===== config.mk =====
export PLATFORM = sky130hd
export DESIGN_NAME = load_store_unit
export DESIGN_NICKNAME = d
export VERILOG_FILES = /design/src/rtl/spu_lsu_pkg.sv /design/src/rtl/lsu_ea_calc.sv /design/src/rtl/load_store_unit.sv
export SDC_FILE = /design/constraint.sdc
export NUM_CORES = 1
export LEC_CHECK = 0
export ABC_AREA = 1
export BUFFER_PORTS_ARGS = -buffer_cell sky130_fd_sc_hd__buf_2
export CAP_MARGIN = 15
export CORE_AREA = 5 5 367 369
export DETAILED_ROUTE_END_ITERATION = 8
export DIE_AREA = 0 0 372 374
export GPL_TIMING_DRIVEN = 0
export HOLD_SLACK_MARGIN = 0.05
export RECOVER_POWER = 50
export SYNTH_ARGS = -nofsm -noshare
export SYNTH_HDL_FRONTEND = slang
export SYNTH_HIERARCHICAL = 1
export SYNTH_SLANG_ARGS = --single-unit

===== constraint.sdc =====
create_clock -name clk -period 9.35 [get_ports clk]
set_input_delay 0.4675 -clock clk [delete_from_list [all_inputs] [get_ports clk]]
set_output_delay 0.4675 -clock clk [all_outputs]
set_load 0.005 [all_outputs]

===== src/rtl/spu_lsu_pkg.sv =====
// Shared types and constants for the SPU load/store unit.
package spu_lsu_pkg;

  typedef enum logic [2:0] {
    NOP  = 3'd0,
    LQD  = 3'd1,
    LQX  = 3'd2,
    LQA  = 3'd3,
    STQD = 3'd4,
    STQX = 3'd5,
    STQA = 3'd6
  } lsu_op_e;

  localparam int QW_BYTES   = 16;
  localparam int QW_SHIFT   = 4;
  localparam int REG_ADDR_W = 7;

  function automatic logic op_is_load(lsu_op_e op);
    return (op == LQD) || (op == LQX) || (op == LQA);
  endfunction

  function automatic logic op_is_store(lsu_op_e op);
    return (op == STQD) || (op == STQX) || (op == STQA);
  endfunction

endpackage


===== src/rtl/lsu_ea_calc.sv =====
// Combinational effective-address generation: d-form, x-form and a-form
// addressing, then wrap to local-store size and quadword alignment.
module lsu_ea_calc
  import spu_lsu_pkg::*;
#(
  parameter int LS_ADDR_W = 15
) (
  input  logic [2:0]           op,
  input  logic [31:0]          ra_w0,
  input  logic [31:0]          rb_w0,
  input  logic [15:0]          imm,
  input  logic [31:0]          lslr,
  output logic [LS_ADDR_W-1:0] lsa
);

  logic [31:0] ea;
  logic [31:0] masked;
  logic        unused_hi;

  always_comb begin
    ea = '0;
    case (lsu_op_e'(op))
      LQD, STQD: ea = ra_w0 + ({{22{imm[9]}}, imm[9:0]} << QW_SHIFT);
      LQX, STQX: ea = ra_w0 + rb_w0;
      LQA, STQA: ea = {{16{imm[15]}}, imm} << 2;
      default:   ea = '0;
    endcase
  end

  // Bits above the local-store width are already zero after the LSLR mask.
  assign masked    = ea & lslr & ~32'hF;
  assign lsa       = masked[LS_ADDR_W-1:0];
  assign unused_hi = ^masked[31:LS_ADDR_W];

endmodule


===== src/rtl/load_store_unit.sv =====
// Pipelined SPU load/store unit: issue -> stage A (memory access) -> stage B
// (read return) -> writeback. Define LSU_BOUNDS_CHECK_EN to fault accesses
// beyond the physically present local-store depth.
module load_store_unit
  import spu_lsu_pkg::*;
#(
  parameter int LS_ADDR_W   = 15,
  parameter int LS_QW_DEPTH = 2001
) (
  input  logic                  clk,
  input  logic                  reset,
  input  logic                  in_valid,
  output logic                  in_ready,
  input  logic [2:0]            in_op,
  input  logic [127:0]          in_ra,
  input  logic [127:0]          in_rb,
  input  logic [127:0]          in_rt,
  input  logic [15:0]           in_imm,
  input  logic [REG_ADDR_W-1:0] in_rt_addr,
  input  logic                  flush,
  output logic [127:0]          mem_address,
  output logic [127:0]          mem_write_data,
  output logic                  mem_write,
  output logic                  mem_read,
  input  logic [127:0]          mem_read_data,
  output logic                  wb_valid,
  output logic [REG_ADDR_W-1:0] wb_rt_addr,
  output logic [127:0]          wb_data,
  output logic                  lsu_fault
);

  localparam logic [31:0] LSLR = 32'((64'd1 << LS_ADDR_W) - 64'd1);

  logic [LS_ADDR_W-1:0]  lsa;
  logic                  accept, issue_ld, issue_st;

  logic                  a_valid, a_is_load, a_oob;
  logic [LS_ADDR_W-1:0]  a_lsa;
  logic [127:0]          a_data;
  logic [REG_ADDR_W-1:0] a_rt;

  logic                  b_valid, b_fault;
  logic [REG_ADDR_W-1:0] b_rt;
  logic                  unused_ops;

  lsu_ea_calc #(.LS_ADDR_W(LS_ADDR_W)) u_ea (
    .op    (in_op),
    .ra_w0 (in_ra[127:96]),
    .rb_w0 (in_rb[127:96]),
    .imm   (in_imm),
    .lslr  (LSLR),
    .lsa   (lsa)
  );

  // Only the preferred word of RA/RB participates in addressing.
  assign unused_ops = ^{in_ra[95:0], in_rb[95:0]};

  assign in_ready = !flush;
  assign accept   = in_valid && in_ready;
  assign issue_ld = accept && op_is_load(lsu_op_e'(in_op));
  assign issue_st = accept && op_is_store(lsu_op_e'(in_op));

`ifdef LSU_BOUNDS_CHECK_EN
  assign a_oob = a_valid && ((32'(a_lsa) >> QW_SHIFT) >= 32'(LS_QW_DEPTH));
`else
  assign a_oob = 1'b0;
`endif

  // Flush and out-of-bounds both gate the access in the stage-A cycle itself.
  assign mem_write      = a_valid && !a_is_load && !flush && !a_oob;
  assign mem_read       = a_valid &&  a_is_load && !flush && !a_oob;
  assign mem_address    = 128'(a_lsa);
  assign mem_write_data = mem_write ? a_data : '0;
  assign lsu_fault      = a_oob && !flush;

  always_ff @(posedge clk or posedge reset) begin
    if (reset) begin
      a_valid    <= 1'b0;
      a_is_load  <= 1'b0;
      a_lsa      <= '0;
      a_data     <= '0;
      a_rt       <= '0;
      b_valid    <= 1'b0;
      b_fault    <= 1'b0;
      b_rt       <= '0;
      wb_valid   <= 1'b0;
      wb_data    <= '0;
      wb_rt_addr <= '0;
    end else begin
      // flush forces in_ready low, so no issue can land in stage A with it.
      a_valid <= issue_ld || issue_st;
      if (issue_ld || issue_st) begin
        a_is_load <= issue_ld;
        a_lsa     <= lsa;
        a_data    <= in_rt;
        a_rt      <= in_rt_addr;
      end
      // Faulting loads still travel to writeback, carrying zero data.
      b_valid    <= a_valid && a_is_load && !flush;
      b_fault    <= a_oob;
      b_rt       <= a_rt;
      wb_valid   <= b_valid && !flush;
      wb_data    <= b_fault ? '0 : mem_read_data;
      wb_rt_addr <= b_rt;
    end
  end

endmodule


==> results of run 1 <==
==> through the flow <==
step	power, mW	worst slack (ps)	utilization (%)	hold slack, ps
after floorplan	1.86	707	-	331
after global placement	2.17	-3960	14.4	336
after detailed placement	2.17	5900	14.5	336
after CTS	4.05	6210	17.5	55.0
after global routing	4.16	4790	17.4	76.3
final	3.93	5550	17.4	117
==> power by group through the flow <==
stage	clock network, mW	registers [mW]	logic, mW
final	1.70	1.53	0.704
after global routing	1.82	1.55	0.794
after detailed placement	0	1.55	0.627
after floorplan	0	1.53	0.333
after CTS	1.79	1.53	0.728
after global placement	0	1.55	0.617
==> final timing paths <==
| check | startpoint | to | slack, ps | depth (start not counted) |
|---|---|---|---|---|
| worst min register to register | b_rt[3]$_DFF_PP0_ | wb_rt_addr[3]$_DFF_PP0_ | 350 | 0 |
| worst min-delay path | in_rt_addr[0] | a_rt[0]$_DFFE_PP0P_ | 120 | 3 |
| min in group asynchronous | reset | wb_data[114]$_DFF_PP0_ | 1760 | 3 |
| worst max-delay path | reset | wb_data[10]$_DFF_PP0_ | 5550 | 3 |
| max in group clk | a_is_load$_DFFE_PP0P_ | mem_write_data[109] | 6430 | 7 |
| worst max register to register | a_rt[4]$_DFFE_PP0P_ | a_rt[4]$_DFFE_PP0P_ | 8630 | 2 |
==> area by class of cell <==
| cell class | instances | area (um2) |
|---|---|---|
| flip-flops and latches | 296 | 7410 |
| multi-input cells | 988 | 4330 |
| well taps | 1755 | 2200 |
| clock buffers | 55 | 1150 |
| fillers | 14700 | 108000 |
| diodes | 33 | 82.6 |
| repair buffers | 847 | 5380 |
| plain buffers | 182 | 1180 |
| inverters | 198 | 744 |
| clock inverters | 21 | 302 |
==> cells in the mapped netlist, types with 4 or more instances <==
cell      count
a21oi_1      15
buf_1         6
buf_2        37
buf_4       121
clkbuf_1     18
dfrtp_1     296
ha_1         23
inv_1       195
nand2_1     433
nand2_2       4
nand3_1     188
nand3_2       4
nand4_1       6
nor2_1      154
o21ai_0       5
==> layer usage <==
metal	wire length, um	track usage [%]	vias up
met5	92	0	-
met2	38300	18.9	672
li1	-	-	6521
met4	2450	3.17	16
met3	6790	3.26	114
met1	35700	14.7	6374
==> critical path, stage by stage <==
cell,delay [ps]
dlygate4sd3_1,530
buf_2,120
clkinvlp_2,2470
==> sequential cells by signal (all words and copies together) (netlist names) <==
register    count
a_data        128
a_is_load       1
a_lsa          15
a_rt            7
a_valid         1
b_rt            7
b_valid         1
wb_data       128
wb_rt_addr      7
wb_valid        1
==> cells by family (layout without fill, tap and decap cells) <==
group,Yosys count,count (layout),synth area share [%]
AO/OA/AOI/OAI,32,32,1.41
XOR/XNOR,2,2,0.133
adder cells (fa/ha/maj),24,24,2.33
buffers and inverters,380,1303,14.6
flip-flops,296,296,56.1
other,3,162,0.0854
AND/OR/NAND/NOR,801,801,25.3
==> reports/results.ini, run 1 <==
[cts]
numCtsBuffers = 42
clock_path_buffers = 3
clock_latency_ps = 600
cts_resized = 0
postCtsHoldBufs = 250
h-tree-depth = 2
cts_setup_buffers = 0
clkTransAtPathRegs_ps = 60
cts-root-buf = clkbuf_16
cts_tree = done
cts_sinks = 296

[finish]
final_layout_size_suffix_gt1_share_pct = 27.4
nets = 3121
final_common_cell = buf_2
layout.cells.non_filler = 4375
syn_to_final_growth_pct = 72.7
layout_common_cells = 495 x buf_2, 433 x nand2_1, 296 x dfrtp_1
final_area_mm2 = 0.0228

[detailed_routing]
postRouteAntennaNets = 0
drc = 0
dr.pass1.iters = 5
drt_iter0_markers = 725
wl_per_cell_um = 19.0
routed_wl_um = 83300
avgViaCountPerCell = 3.13
vias = 13700

[setup_path]
cp_max_fo = 92
arrival_ps = 3710
start_kind = input port
critical_path_class = input port to async pin
cp-end-kind = async pin
cp.required_ps = 9250

[logic_synthesis]
netlist-cell-type-count = 35
syn_avg_cell_area_um2 = 8.58
yosys.area.top_type = dfrtp_1
seq_area_frac_synth_pct = 56.1
async_flop_share_pct = 100
ys_top_cells_by_area = dfrtp_1 56%, nand2_1 12%, nand3_1 7.1%, buf_4 6.9%, inv_1 5.5%
synth-edff-count = 0
synth_top_flop_cell = dfrtp_1
yosys.area.top_type_share_pct = 56.1
yosys_warnings = 6
syn_inst = 1538
ys_ff_latch = 296
syn_area_mm2 = 0.0132

[floorplan]
core_area_mm2 = 0.131
rows = 133
start_util_pct = 10.1
die_x_um = 372
die_height_um = 374
design.die.area_mm2 = 0.139
io_pins = 938

[pwr]
p_sw_share_pct = 29.6
p_sw_mw = 1.16
power.leakage_nw = 11.9
p_int_mw = 2.77
power.density_mw_per_mm2 = 173
seq_power_share_pct = 38.9
p_comb_share_pct = 17.9
max-vdd-ir-drop_mv = 0.107
clkPwrFrac_pct = 43.2

[placement]
io_buffer_count = 594
globalplace.congestion = 0.875
dp_hpwl_um = 68500
post_dp_cell_area_mm2 = 0.0189
placed_cells = 4016

[min_path]
min_path_type = input port to register

[sta]
maxSlewHeadroom_pct = -199
hold_viol = 0
slew_violations = 91
fmax_mhz = 263
setup_violations = 0
finalSetupTns_ps = 0
worst_pin_slew_ps = 4460
clock_skew_ps = 10.1
rsz0062_at_grt = no
fin_crit_ps = 3800
min_period_over_period_pct = 40.7

[job]
maxCapViolCount = 1

[status]
status = finished, violations left
violations = max-capacitance violations, max-slew violations

[global_routing]
overflow = 0
antenna_found_initial = 50
grt_use_total_pct = 11.5
grt_pass1_vias = 13800
grt_start_max_net_pins = 105
grt_pass1_wl_um = 111000

Power figures use the tool's default switching activity.
==> run 2, diff against run 1 <==
Clock period 9.35 ns to 3.8 ns, I/O delays scaled along.
==> reports/results.ini, run 2 (synthesized netlist as in run 1, its figures left out) <==
[status]
status = finished, violations left
violations = max-capacitance violations, max-slew violations

[setup_path]
crit_slowest_cell = clkbuf_2
critPathTopFamily = buffers and inverters
cp-end-kind = primary output
cp_max_fo = 13
slowest_delay_ps = 730
path_cells = dlygate4sd3_1 > clkbuf_1 > inv_2 > nand3_1 > clkbuf_2 > buf_2 > nor2_1 > buf_2
critical_path_class = input port to primary output
arrival_ps = 3060
path_buf_inv = 6
worst_path_most_repeated_cell = buf_2
cp.required_ps = 3610
start_kind = input port

[global_routing]
grt_start_max_net_pins = 43
grt_pass1_vias = 13800
use_met2_pct = 19.0
grt_pass1_wl_um = 110000
grt_use_total_pct = 11.3
busiest_layer = met2
use_met1_pct = 14.2
antenna_found_initial = 47
overflow = 0
use_met3_pct = 3.10

[sta]
holdWs_ps = 113
maxSlewHeadroom_pct = -2.21
slew_violations = 58
fmax_mhz = 307
hold_viol = 0
setup_violations = 0
rsz0062_at_grt = no
clock_skew_ps = 6.89
setup_slack_ps = 545
worst_pin_slew_ps = 1530
min_period_over_period_pct = 85.6
fin_crit_ps = 3250

[floorplan]
design.die.area_mm2 = 0.139
io_pins = 938
die_x_um = 372
die_height_um = 374
start_util_pct = 10.1
core_area_mm2 = 0.131
rows = 133

[placement]
globalplace.congestion = 0.867
place_worst_setup_slack_ps = 672
io_buffer_count = 594
dp_hpwl_um = 67600
post_dp_cell_area_mm2 = 0.0190

[detailed_routing]
drc = 0
avgViaCountPerCell = 3.13
dr.pass1.iters = 5
vias = 13800
postRouteAntennaNets = 0
routed_wl_um = 82200
drt_iter0_markers = 649
wl_per_cell_um = 18.7

[cts]
clkTransAtPathRegs_ps = 60
cts_sinks = 296
clock_latency_ps = 590
h-tree-depth = 2
numCtsBuffers = 40
cts-root-buf = clkbuf_16
clock_path_buffers = 3
cts_tree = done
cts_setup_buffers = 0

[finish]
final_area_mm2 = 0.0231
syn_to_final_growth_pct = 74.8
final_common_cell = buf_2
final_util_pct = 17.6
final_layout_size_suffix_gt1_share_pct = 26.8
fillers = 14700
nets = 3146
reg.largest.list = a_data x128, wb_data x128, a_lsa x15
layout_common_cells = 483 x buf_2, 433 x nand2_1, 296 x dfrtp_1

[pwr]
power.density_mw_per_mm2 = 423
finalPower_mw = 9.75
power.leakage_nw = 12.0
max-vdd-ir-drop_mv = 0.272

[job]
maxCapViolCount = 2

[min_path]
min_path_type = input port to register

[run 2: changes by cell type in the layout (fill, tap and decap cells not counted), moves of 6 or more]
cell,change
buf_12,+6
dlygate4sd3_1,+22
clkbuf_1,+10
buf_2,-12
[run 2: cell type report]
| cell class | count | area, um2 | area share (%) |
|---|---|---|---|
| timing repair buffer | 874 | 5650 | 24.5 |
| sequential | 296 | 7410 | 32.1 |
| antenna | 34 | 85.1 | 0.369 |
| tap | 1755 | 2200 | 9.52 |
| inverter | 198 | 744 | 3.23 |
| clock inverter | 23 | 342 | 1.48 |
| buffer | 182 | 1180 | 5.14 |
| clock buffer | 51 | 1110 | 4.83 |
| multi-input combinational | 988 | 4330 | 18.8 |
[run 2: metrics by stage]
stage | TNS (ps) | std cells
2_1_floorplan | -95050 | 1664
3_3_place_gp | -810740 | 4013
3_5_place_dp | 0 | 4021
4_1_cts | 0 | 4367
5_1_grt | 0 | 4386
6_report | 0 | 4401
[run 2: power breakdown]
part           total, mW  internal, mW  switching, mW
clock               4.23          2.58           1.65
combinational       1.77         0.775          0.990
sequential          3.76          3.55          0.207
total               9.75          6.90           2.85
[run 2: repair_timing]
| item | in CTS | in global routing |
|---|---|---|
| hold endpoints to repair | 304 | 0 |
| gates resized for setup | 0 | 0 |
| hold buffers | 272 | 0 |
[run 2: tightest hold or removal path, cell delays in order]
cell,delay [ps]
buf_2,120
a21oi_1,90
a21boi_1,150
nand2_1,60
nand2_1,50
[run 2: path summary, 6_finish.rpt]
check | slack, ps | cells past startpoint | to | startpoint
worst min-delay path | 110 | 5 | a_lsa[8]$_DFFE_PP0P_ | in_imm[6]
worst min register to register | 340 | 0 | wb_rt_addr[3]$_DFF_PP0_ | b_rt[3]$_DFF_PP0_
worst max-delay path | 550 | 8 | mem_write_data[114] | flush
max in group asynchronous | 710 | 7 | a_data[70]$_DFFE_PP0P_ | reset
worst max register to register | 3100 | 2 | b_valid$_DFF_PP0_ | a_is_load$_DFFE_PP0P_
min in group asynchronous | 510 | 3 | wb_data[79]$_DFF_PP0_ | reset
[run 2: layer usage]
| layer | up-vias | routed length, um |
|---|---|---|
| met5 | - | 138 |
| met1 | 6457 | 35000 |
| li1 | 6565 | - |
| met3 | 121 | 6180 |
| met2 | 627 | 37900 |
| met4 | 22 | 2920 |
==> run 3, diff against run 2 <==
Settings changed: CELL_PAD_IN_SITES_DETAIL_PLACEMENT from default to 0, CELL_PAD_IN_SITES_GLOBAL_PLACEMENT from default to 1, CORE_AREA 5 5 367 369 to 5 5 365 367, DIE_AREA 0 0 372 374 to 0 0 370 372, PLACE_DENSITY_LB_ADDON from default to 0.1.
==> reports/results.ini, run 3 (synthesized netlist as in run 1, its figures left out) <==
[status]
status = finished, violations left
violations = max-capacitance violations, max-slew violations

[cts]
cts-root-buf = clkbuf_16
clock_path_buffers = 3
cts_sinks = 296
numCtsBuffers = 44
cts_resized = 0
clock_latency_ps = 600
clkTransAtPathRegs_ps = 50
h-tree-depth = 2
cts_tree = done

[detailed_routing]
wl_per_cell_um = 16.2
postRouteAntennaNets = 0
routed_wl_um = 70900
dr.pass1.iters = 6
drt_iter0_markers = 384
drc = 0
vias = 13300
avgViaCountPerCell = 3.04

[global_routing]
grt_use_total_pct = 9.82
grt_pass1_wl_um = 99800
overflow = 0
grt_start_max_net_pins = 38
grt_pass1_vias = 14600
antenna_found_initial = 13

[setup_path]
r2r_cells = 2
path_cells = dlygate4sd3_1 > buf_2 > clkinvlp_2 > clkbuf_1 > buf_12 > buf_12 > buf_16
crit_slowest_cell = clkbuf_1
reg2reg_from = a_is_load$_DFFE_PP0P_
start_kind = input port
cp-end-kind = async pin
slowest_delay_ps = 1220
path_buf_inv = 7
r2r_end = b_valid$_DFF_PP0_
cp_max_fo = 35
arrival_ps = 3700
critPathTopFamily = buffers and inverters
worst_path_most_repeated_cell = buf_12
critical_path_class = input port to async pin
cp.required_ps = 4590
r2r_slack_ps = 3080

[placement]
dp_hpwl_um = 57200
io_buffer_count = 594
globalplace.congestion = 0.770
placed_cells = 4010

[floorplan]
core_area_mm2 = 0.129
die_x_um = 370
io_pins = 938
design.die.area_mm2 = 0.138
rows = 132
start_util_pct = 10.2
die_height_um = 372

[sta]
fin_crit_ps = 2910
rsz0062_at_grt = no
worst_pin_slew_ps = 1600
maxSlewHeadroom_pct = -6.68
slew_violations = 24
hold_viol = 0
fmax_mhz = 344
holdWs_ps = 107
setup_violations = 0
clock_skew_ps = 20.9
min_period_over_period_pct = 76.5

[job]
maxCapViolCount = 1

[finish]
final_common_cell = buf_2
final_layout_size_suffix_gt1_share_pct = 29.0
layout_common_cells = 533 x buf_2, 433 x nand2_1, 296 x dfrtp_1
syn_to_final_growth_pct = 75.3
reg.largest.list = a_data x128, wb_data x128, a_lsa x15
layout.cells.non_filler = 4365
nets = 3148

[pwr]
power.leakage_nw = 12.2
power.density_mw_per_mm2 = 424
finalPower_mw = 9.81
max-vdd-ir-drop_mv = 0.273

[min_path]
holdPathStages = 5
hold_start = in_imm[5]
holdPathEnd = a_lsa[7]$_DFFE_PP0P_
min_path_type = input port to register

-- run 3: metrics by stage --
stage | cell area [um2] | worst slack, ps | util (%) | setup TNS, ps
after floorplan | 13700 | -321 | - | -95050
after global placement | 18800 | -3100 | 14.6 | -896370
after detailed placement | 19000 | 1290 | 14.7 | 0
after CTS | 23300 | 670 | 18.0 | 0
after global routing | 23100 | 390 | 17.9 | 0
final | 23100 | 893 | 17.9 | 0
-- run 3: timing repair --
item / CTS / global route
setup buffers: 0 / 0
hold endpoints to repair: 296 / 0
endpoints found under the setup margin: 0 / 0
hold buffers: 268 / 0
-- run 3: how the worst max path moves through the flow --
stage / slack [ps] / cells past startpoint / endpoint / startpoint
6_report: 890 / 7 / a_data[127]$_DFFE_PP0P_ / reset
2_1_floorplan: -320 / 1 / a_data[0]$_DFFE_PP0P_ / reset
3_5_place_dp: 1290 / 8 / a_lsa[5]$_DFFE_PP0P_ / flush
4_1_cts: 670 / 6 / mem_write_data[118] / a_is_load$_DFFE_PP0P_
3_3_place_gp: -3100 / 2 / a_data[111]$_DFFE_PP0P_ / reset
5_1_grt: 390 / 7 / a_data[4]$_DFFE_PP0P_ / reset
-- run 3: routing by layer --
metal | global-route usage (%) | part of all wire (%)
met2 | 16.7 | 47
met4 | 1.96 | 1.8
met1 | 12.0 | 42
met3 | 3.54 | 9.4
met5 | 0 | 0.066
-- run 3: tightest hold or removal path, delay by kind of cell --
family	cells	cell delay [ps]
compound gates	1	120
simple gates	3	220
buf+inv	1	120
-- run 3: area by class of cell --
type                       count  area, um2
antenna                        7       17.5
buffer                       182       1180
clock buffer                  59       1260
clock inverter                21        290
fill                       14800     106000
inverter                     198        744
multi-input combinational    988       4330
sequential                   296       7410
tap                         1742       2180
timing repair buffer         872       5720
-- run 3: power breakdown --
part / switching, mW / internal [mW]
Combinational: 0.903 / 0.789
Sequential: 0.195 / 3.55
Clock: 1.69 / 2.68
